<file path="src/rtl/niu_tx_arbiter.sv">
// -----------------------------------------------------------------------------
// niu_tx_arbiter
//   Packet-level round-robin arbiter sharing the NIU 10GBASE-R MAC transmit
//   AXI-Stream port between NUM_PORTS requesters, clk156 domain. A grant is
//   held for a whole frame so frames never interleave. Frames longer than
//   MAX_BEATS are cut on beat MAX_BEATS (tlast+tuser forced) and the rest of
//   the source frame is drained and discarded. New grants wait for link_ready.
//
// Ports:
//   clk156, aresetn        clock, synchronous active-low reset
//   link_ready             NIU reset done; gates new grants only
//   s_axis_*               NUM_PORTS requester slave streams (port i at slice i)
//   m_axis_*               master stream to NIU tx_axis; tuser=1 marks bad frame
//   grant_idx              currently or most recently granted port
//   busy                   high while a frame is being passed or drained
//   oversize_cnt           saturating count of truncated frames
// -----------------------------------------------------------------------------
module niu_tx_arbiter #(
    parameter int NUM_PORTS = 4,
    parameter int DATA_W    = 64,
    parameter int MAX_BEATS = 1200
) (
    input  logic                          clk156,
    input  logic                          aresetn,
    input  logic                          link_ready,
    input  logic [NUM_PORTS*DATA_W-1:0]   s_axis_tdata,
    input  logic [NUM_PORTS*DATA_W/8-1:0] s_axis_tkeep,
    input  logic [NUM_PORTS-1:0]          s_axis_tvalid,
    input  logic [NUM_PORTS-1:0]          s_axis_tlast,
    output logic [NUM_PORTS-1:0]          s_axis_tready,
    output logic [DATA_W-1:0]             m_axis_tdata,
    output logic [DATA_W/8-1:0]           m_axis_tkeep,
    output logic                          m_axis_tvalid,
    output logic                          m_axis_tlast,
    output logic                          m_axis_tuser,
    input  logic                          m_axis_tready,
    output logic [$clog2(NUM_PORTS)-1:0]  grant_idx,
    output logic                          busy,
    output logic [15:0]                   oversize_cnt
);

    localparam int KEEP_W = DATA_W / 8;
    localparam int IDX_W  = $clog2(NUM_PORTS);
    localparam int CNT_W  = $clog2(MAX_BEATS + 1);
    localparam logic [IDX_W-1:0] LAST_PORT  = IDX_W'(NUM_PORTS - 1);
    localparam logic [CNT_W-1:0] FINAL_BEAT = CNT_W'(MAX_BEATS - 1);

    typedef enum logic [1:0] {
        ST_IDLE,
        ST_XFER,
        ST_DRAIN
    } state_t;

    state_t           r_state, w_state_nxt;
    logic [IDX_W-1:0] r_grant, w_grant_nxt;
    logic [IDX_W-1:0] r_last_grant, w_last_grant_nxt;
    logic [CNT_W-1:0] r_beat_cnt, w_beat_cnt_nxt;
    logic [15:0]      r_oversize_cnt, w_oversize_cnt_nxt;

    logic [DATA_W-1:0] w_port_data [NUM_PORTS];
    logic [KEEP_W-1:0] w_port_keep [NUM_PORTS];

    logic             w_req_any;
    logic [IDX_W-1:0] w_req_pick;
    logic             w_src_valid;
    logic             w_src_last;
    logic             w_trunc;

    // Port that sits 'offset' places above 'base', wrapping at NUM_PORTS.
    function automatic logic [IDX_W-1:0] port_after(input logic [IDX_W-1:0] base,
                                                    input int unsigned      offset);
        int unsigned sum;
        sum = 32'(base) + offset;
        return IDX_W'(sum % 32'(NUM_PORTS));
    endfunction

    always_comb begin
        for (int unsigned i = 0; i < 32'(NUM_PORTS); i++) begin
            w_port_data[i] = s_axis_tdata[i*DATA_W +: DATA_W];
            w_port_keep[i] = s_axis_tkeep[i*KEEP_W +: KEEP_W];
        end
    end

    // First requester searching upward from the port after the last grant.
    always_comb begin
        w_req_any  = 1'b0;
        w_req_pick = r_last_grant;
        for (int unsigned i = 1; i <= 32'(NUM_PORTS); i++) begin
            if (!w_req_any && s_axis_tvalid[port_after(r_last_grant, i)]) begin
                w_req_any  = 1'b1;
                w_req_pick = port_after(r_last_grant, i);
            end
        end
    end

    always_comb begin
        w_src_valid = s_axis_tvalid[r_grant];
        w_src_last  = s_axis_tlast[r_grant];
        // Beat number MAX_BEATS is presented while the count of completed
        // beats equals MAX_BEATS-1; a source tlast there is a clean finish.
        w_trunc     = (r_beat_cnt == FINAL_BEAT) && !w_src_last;

        w_state_nxt        = r_state;
        w_grant_nxt        = r_grant;
        w_last_grant_nxt   = r_last_grant;
        w_beat_cnt_nxt     = r_beat_cnt;
        w_oversize_cnt_nxt = r_oversize_cnt;

        s_axis_tready = '0;
        m_axis_tdata  = '0;
        m_axis_tkeep  = '0;
        m_axis_tvalid = 1'b0;
        m_axis_tlast  = 1'b0;
        m_axis_tuser  = 1'b0;

        case (r_state)
            ST_IDLE: begin
                if (link_ready && w_req_any) begin
                    w_state_nxt    = ST_XFER;
                    w_grant_nxt    = w_req_pick;
                    w_beat_cnt_nxt = '0;
                end
            end
            ST_XFER: begin
                m_axis_tdata           = w_port_data[r_grant];
                m_axis_tkeep           = w_port_keep[r_grant];
                m_axis_tvalid          = w_src_valid;
                m_axis_tlast           = w_src_last | w_trunc;
                m_axis_tuser           = w_trunc;
                s_axis_tready[r_grant] = m_axis_tready;
                if (w_src_valid && m_axis_tready) begin
                    w_beat_cnt_nxt = r_beat_cnt + 1'b1;
                    if (w_src_last) begin
                        w_state_nxt      = ST_IDLE;
                        w_last_grant_nxt = r_grant;
                    end else if (w_trunc) begin
                        w_state_nxt      = ST_DRAIN;
                        w_last_grant_nxt = r_grant;
                        if (r_oversize_cnt != 16'hFFFF) begin
                            w_oversize_cnt_nxt = r_oversize_cnt + 16'd1;
                        end
                    end
                end
            end
            ST_DRAIN: begin
                // Swallow the remainder of the cut frame up to its own tlast.
                s_axis_tready[r_grant] = 1'b1;
                if (w_src_valid && w_src_last) begin
                    w_state_nxt = ST_IDLE;
                end
            end
            default: begin
                w_state_nxt = ST_IDLE;
            end
        endcase
    end

    always_ff @(posedge clk156) begin
        if (!aresetn) begin
            r_state        <= ST_IDLE;
            r_grant        <= '0;
            r_last_grant   <= LAST_PORT;
            r_beat_cnt     <= '0;
            r_oversize_cnt <= '0;
        end else begin
            r_state        <= w_state_nxt;
            r_grant        <= w_grant_nxt;
            r_last_grant   <= w_last_grant_nxt;
            r_beat_cnt     <= w_beat_cnt_nxt;
            r_oversize_cnt <= w_oversize_cnt_nxt;
        end
    end

    assign grant_idx    = r_grant;
    assign busy         = (r_state != ST_IDLE);
    assign oversize_cnt = r_oversize_cnt;

endmodule

</file>
<file path="config.mk">
export PLATFORM = sky130hd
export DESIGN_NAME = niu_tx_arbiter
export DESIGN_NICKNAME = d
export VERILOG_FILES = /design/src/rtl/niu_tx_arbiter.sv
export SDC_FILE = /design/constraint.sdc
export NUM_CORES = 1
export LEC_CHECK = 0
export ABC_AREA = 1
export CORE_AREA = 2 2 156 158
export CTS_CLUSTER_DIAMETER = 100
export DETAILED_ROUTE_END_ITERATION = 8
export DIE_AREA = 0 0 158 160
export PLACE_DENSITY = 0.54
export SLEW_MARGIN = 20
export SYNTH_ARGS = -nofsm -noshare
export SYNTH_HDL_FRONTEND = slang
export SYNTH_SLANG_ARGS = --single-unit
</file>
<file path="constraint.sdc">
create_clock -name clk156 -period 3.6 [get_ports clk156]
set_clock_uncertainty 0.2 [all_clocks]
set_input_delay 0.54 -clock clk156 [delete_from_list [all_inputs] [get_ports clk156]]
set_output_delay 0.54 -clock clk156 [all_outputs]
set_load 0.02 [all_outputs]
</file>
==> impl_metrics.ini, run 1 <==
[status]
run_status = completed

[placed_design]
place_area_mm2 = 0.00835
dp_hpwl_mm = 24.3
place_congestion = 0.880
io_buffers = 397

[synth]
syn_avg_cell_area_um2 = 6.21
yosys.cell_count.top_type = a22oi_1
synth_edf_count = 0
ys_ff_latch = 33
synthTopCellsByCount = a22oi_1 (144), nand2_1 (108), a21oi_1 (102), nor2_1 (43), inv_1 (42)
synth_nets = 954
syn_inst = 649
yosysTopAreaCellShare_pct = 26.8
synthTopCellsByArea = a22oi_1 (27%), dfxtp_1 (16%), a21oi_1 (13%)
ys.flop_type = dfxtp_1
ys_async_sr_fraction_pct = 0
synth.distinct_cells = 35
yosysTopAreaCell = a22oi_1
yosys_warnings = 0
ys_seq_area_share_pct = 16.4
syn-cell-area_mm2 = 0.00403

[sta]
period_share_pct = 94.3
rsz0062_at_grt = no
tightest_slew_ns = 0.800
period_needed_ns = 3.39
finalHoldViolCount = 0
final_max_slew_viol_count = 0
setup_viol = 0
whs_ns = 0.285
clock.fmax_mhz = 295
slew_headroom_pct = 46.6
tns_ns = 0

[worst_setup_path]
reg2reg_depth = 8
crit_fanout = 25
reg2reg_slack_ns = 1.33
crit_path_end_kind = primary output
arrival_ns = 2.65
cpPeakStageDelay_ns = 0.68
path_class = reg2out
slowest_stage = clkdlybuf4s50_1
worst_ep_required_time_ns = 2.86
crit_chain = nand2_1 > inv_2 > buf_12 > a22oi_1 > a21oi_1 > clkdlybuf4s50_1
reg2reg_to = oversize_cnt[15]
cp-start-kind = flip-flop
timing.rr.start = r_beat_cnt[0]

[global_routing]
antenna_found_initial = 17
grt_pass1_wl_mm = 41.4
gr-total-overflow = 0
met3_usage_pct = 3.69
grt_max_degree = 73
grt_use_met2_pct = 39.7
busiest_layer = met2
grtUsageMet1_pct = 25.0
grt.total_usage_pct = 21.9
grt_pass1_vias = 6410

[layout]
final_area_mm2 = 0.00857
final_nets = 1321
n_fill_cell = 2621
area_delta_synth_final_pct = 113
drive_gt1_share_pct = 5.31

[clock_tree]
ctsResizeCount = 0
cts_made_buffers = 5
clock-sinks = 33
clk_latency_ns = 0.28
h-tree-depth = 2
cts_tree = built
cts_hold_buf = 0
post_cts_buffers = 0
ctsRootBufferMaster = clkbuf_16
clock_tree.buffer_depth = 2
path_clk_slew_ns = 0.06

[floorplanning]
io_pins = 398
die_area_mm2 = 0.0253
die_h_um = 160
start_util_pct = 16.9
die_w_um = 158
core_area_mm2 = 0.0238
num_rows = 57

[drt]
dr.pass1.iters = 5
drt_iter0_drc = 368
wire_per_inst_um = 21.5
wl_mm = 29.1
viasPerCell = 4.77
ant_nets = 0
via_count = 6472
post-route-drc-count = 0

[power]
vdd_drop_max_uv = 168
power_density_mw_per_mm2 = 261
leakage_uw = 0.00300

[min_path]
hold_path.class = reg2reg
min_delay_worst_endpoint = oversize_cnt[15]
worstHoldStart = oversize_cnt[15]
min_delay_path_depth = 2

[run]
cap_violations = 0
[power breakdown]
part,switching [uW],internal [uW]
Clock,171,328
Combinational,675,663
Sequential,18.4,376
Total,864,1370
[worst max path at each step]
stage                  from          endpoint  cells past startpoint
5_1_grt        grant_idx[0]  m_axis_tdata[15]                      6
3_5_place_dp   grant_idx[0]  m_axis_tdata[15]                      6
4_1_cts        grant_idx[0]  m_axis_tdata[15]                      6
3_3_place_gp   grant_idx[0]  m_axis_tdata[63]                      6
2_1_floorplan  grant_idx[0]   m_axis_tdata[0]                      6
6_report       grant_idx[0]  m_axis_tdata[63]                      6
[worst max-delay path: cells and delay by family, from the launching register on]
| family | cells | cell delay (ns) |
|---|---|---|
| simple gates | 1 | 0.15 |
| buf+inv | 3 | 1.24 |
| compound gates | 2 | 0.39 |
| flops | 1 | 0.58 |
[final cells by class]
cell class	count	area [um^2]	area share, %
Multi-Input combinational cell	514	2930	34.3
Antenna cell	16	40.0	0.467
Sequential cell	33	661	7.71
Inverter	52	198	2.31
Tap cell	324	405	4.73
Clock buffer	5	125	1.46
Clock inverter	3	46.3	0.540
Timing Repair Buffer	410	4160	48.5
[layer usage]
metal  vias up  wire length, um
li1       3120                -
met1      3046            11100
met2       272            15600
met3        32             1570
met4         2              837
met5         -               13
[stage by stage]
step	cells	power, uW	utilization, %	worst slack [ns]
finish	1357	2230	36.0	0.206
floorplan	649	991	-	1.29
global placement	1333	1740	35.1	0.536
detailed placement	1333	1740	35.1	0.507
global route	1355	2350	35.9	0.0575
CTS	1341	2250	35.8	0.180
[cells in the final DEF, fill, tap and decap left out, types with 7 or more instances in the layout]
master,synthesis,layout
a22oi_1,144,144
xor2_1,8,8
dfxtp_1,33,33
buf_12,0,7
diode_2,0,16
nor2_1,43,43
clkdlybuf4s50_1,0,396
nor3_1,9,9
inv_1,42,41
nand4_1,18,18
a21oi_1,102,102
nand2_1,108,108
buf_4,1,7
nand2_2,7,7
nand3_1,34,34
inv_2,9,10
[logic make-up (layout without fill, tap and decap cells)]
logic type / Yosys count / count (layout) / share of synthesized area, %
XOR/XNOR: 12 / 12 / 2.61
other: 0 / 16 / 0
AO/OA/AOI/OAI: 259 / 259 / 41.4
buffers and inverters: 102 / 470 / 10.8
AND/OR/NAND/NOR: 238 / 238 / 27.3
flip-flops: 33 / 33 / 16.4
adder cells (fa/ha/maj): 5 / 5 / 1.55
[flip-flops by register name (all words and copies together) (netlist names)]
signal	flops
r_state	2
r_last_grant	2
r_beat_cnt	11
oversize_cnt	16
grant_idx	2
(Power assumes the default switching activity.)
==> run 2, diff against run 1 <==
--- a/config.mk
+++ b/config.mk
@@ -11,7 +11,6 @@
 export DETAILED_ROUTE_END_ITERATION = 8
 export DIE_AREA = 0 0 158 160
 export PLACE_DENSITY = 0.54
-export SLEW_MARGIN = 20
 export SYNTH_ARGS = -nofsm -noshare
 export SYNTH_HDL_FRONTEND = slang
 export SYNTH_SLANG_ARGS = --single-unit
==> results of run 2 <==
Same layout as run 1: the final DEF is identical, and so are final timing and power.
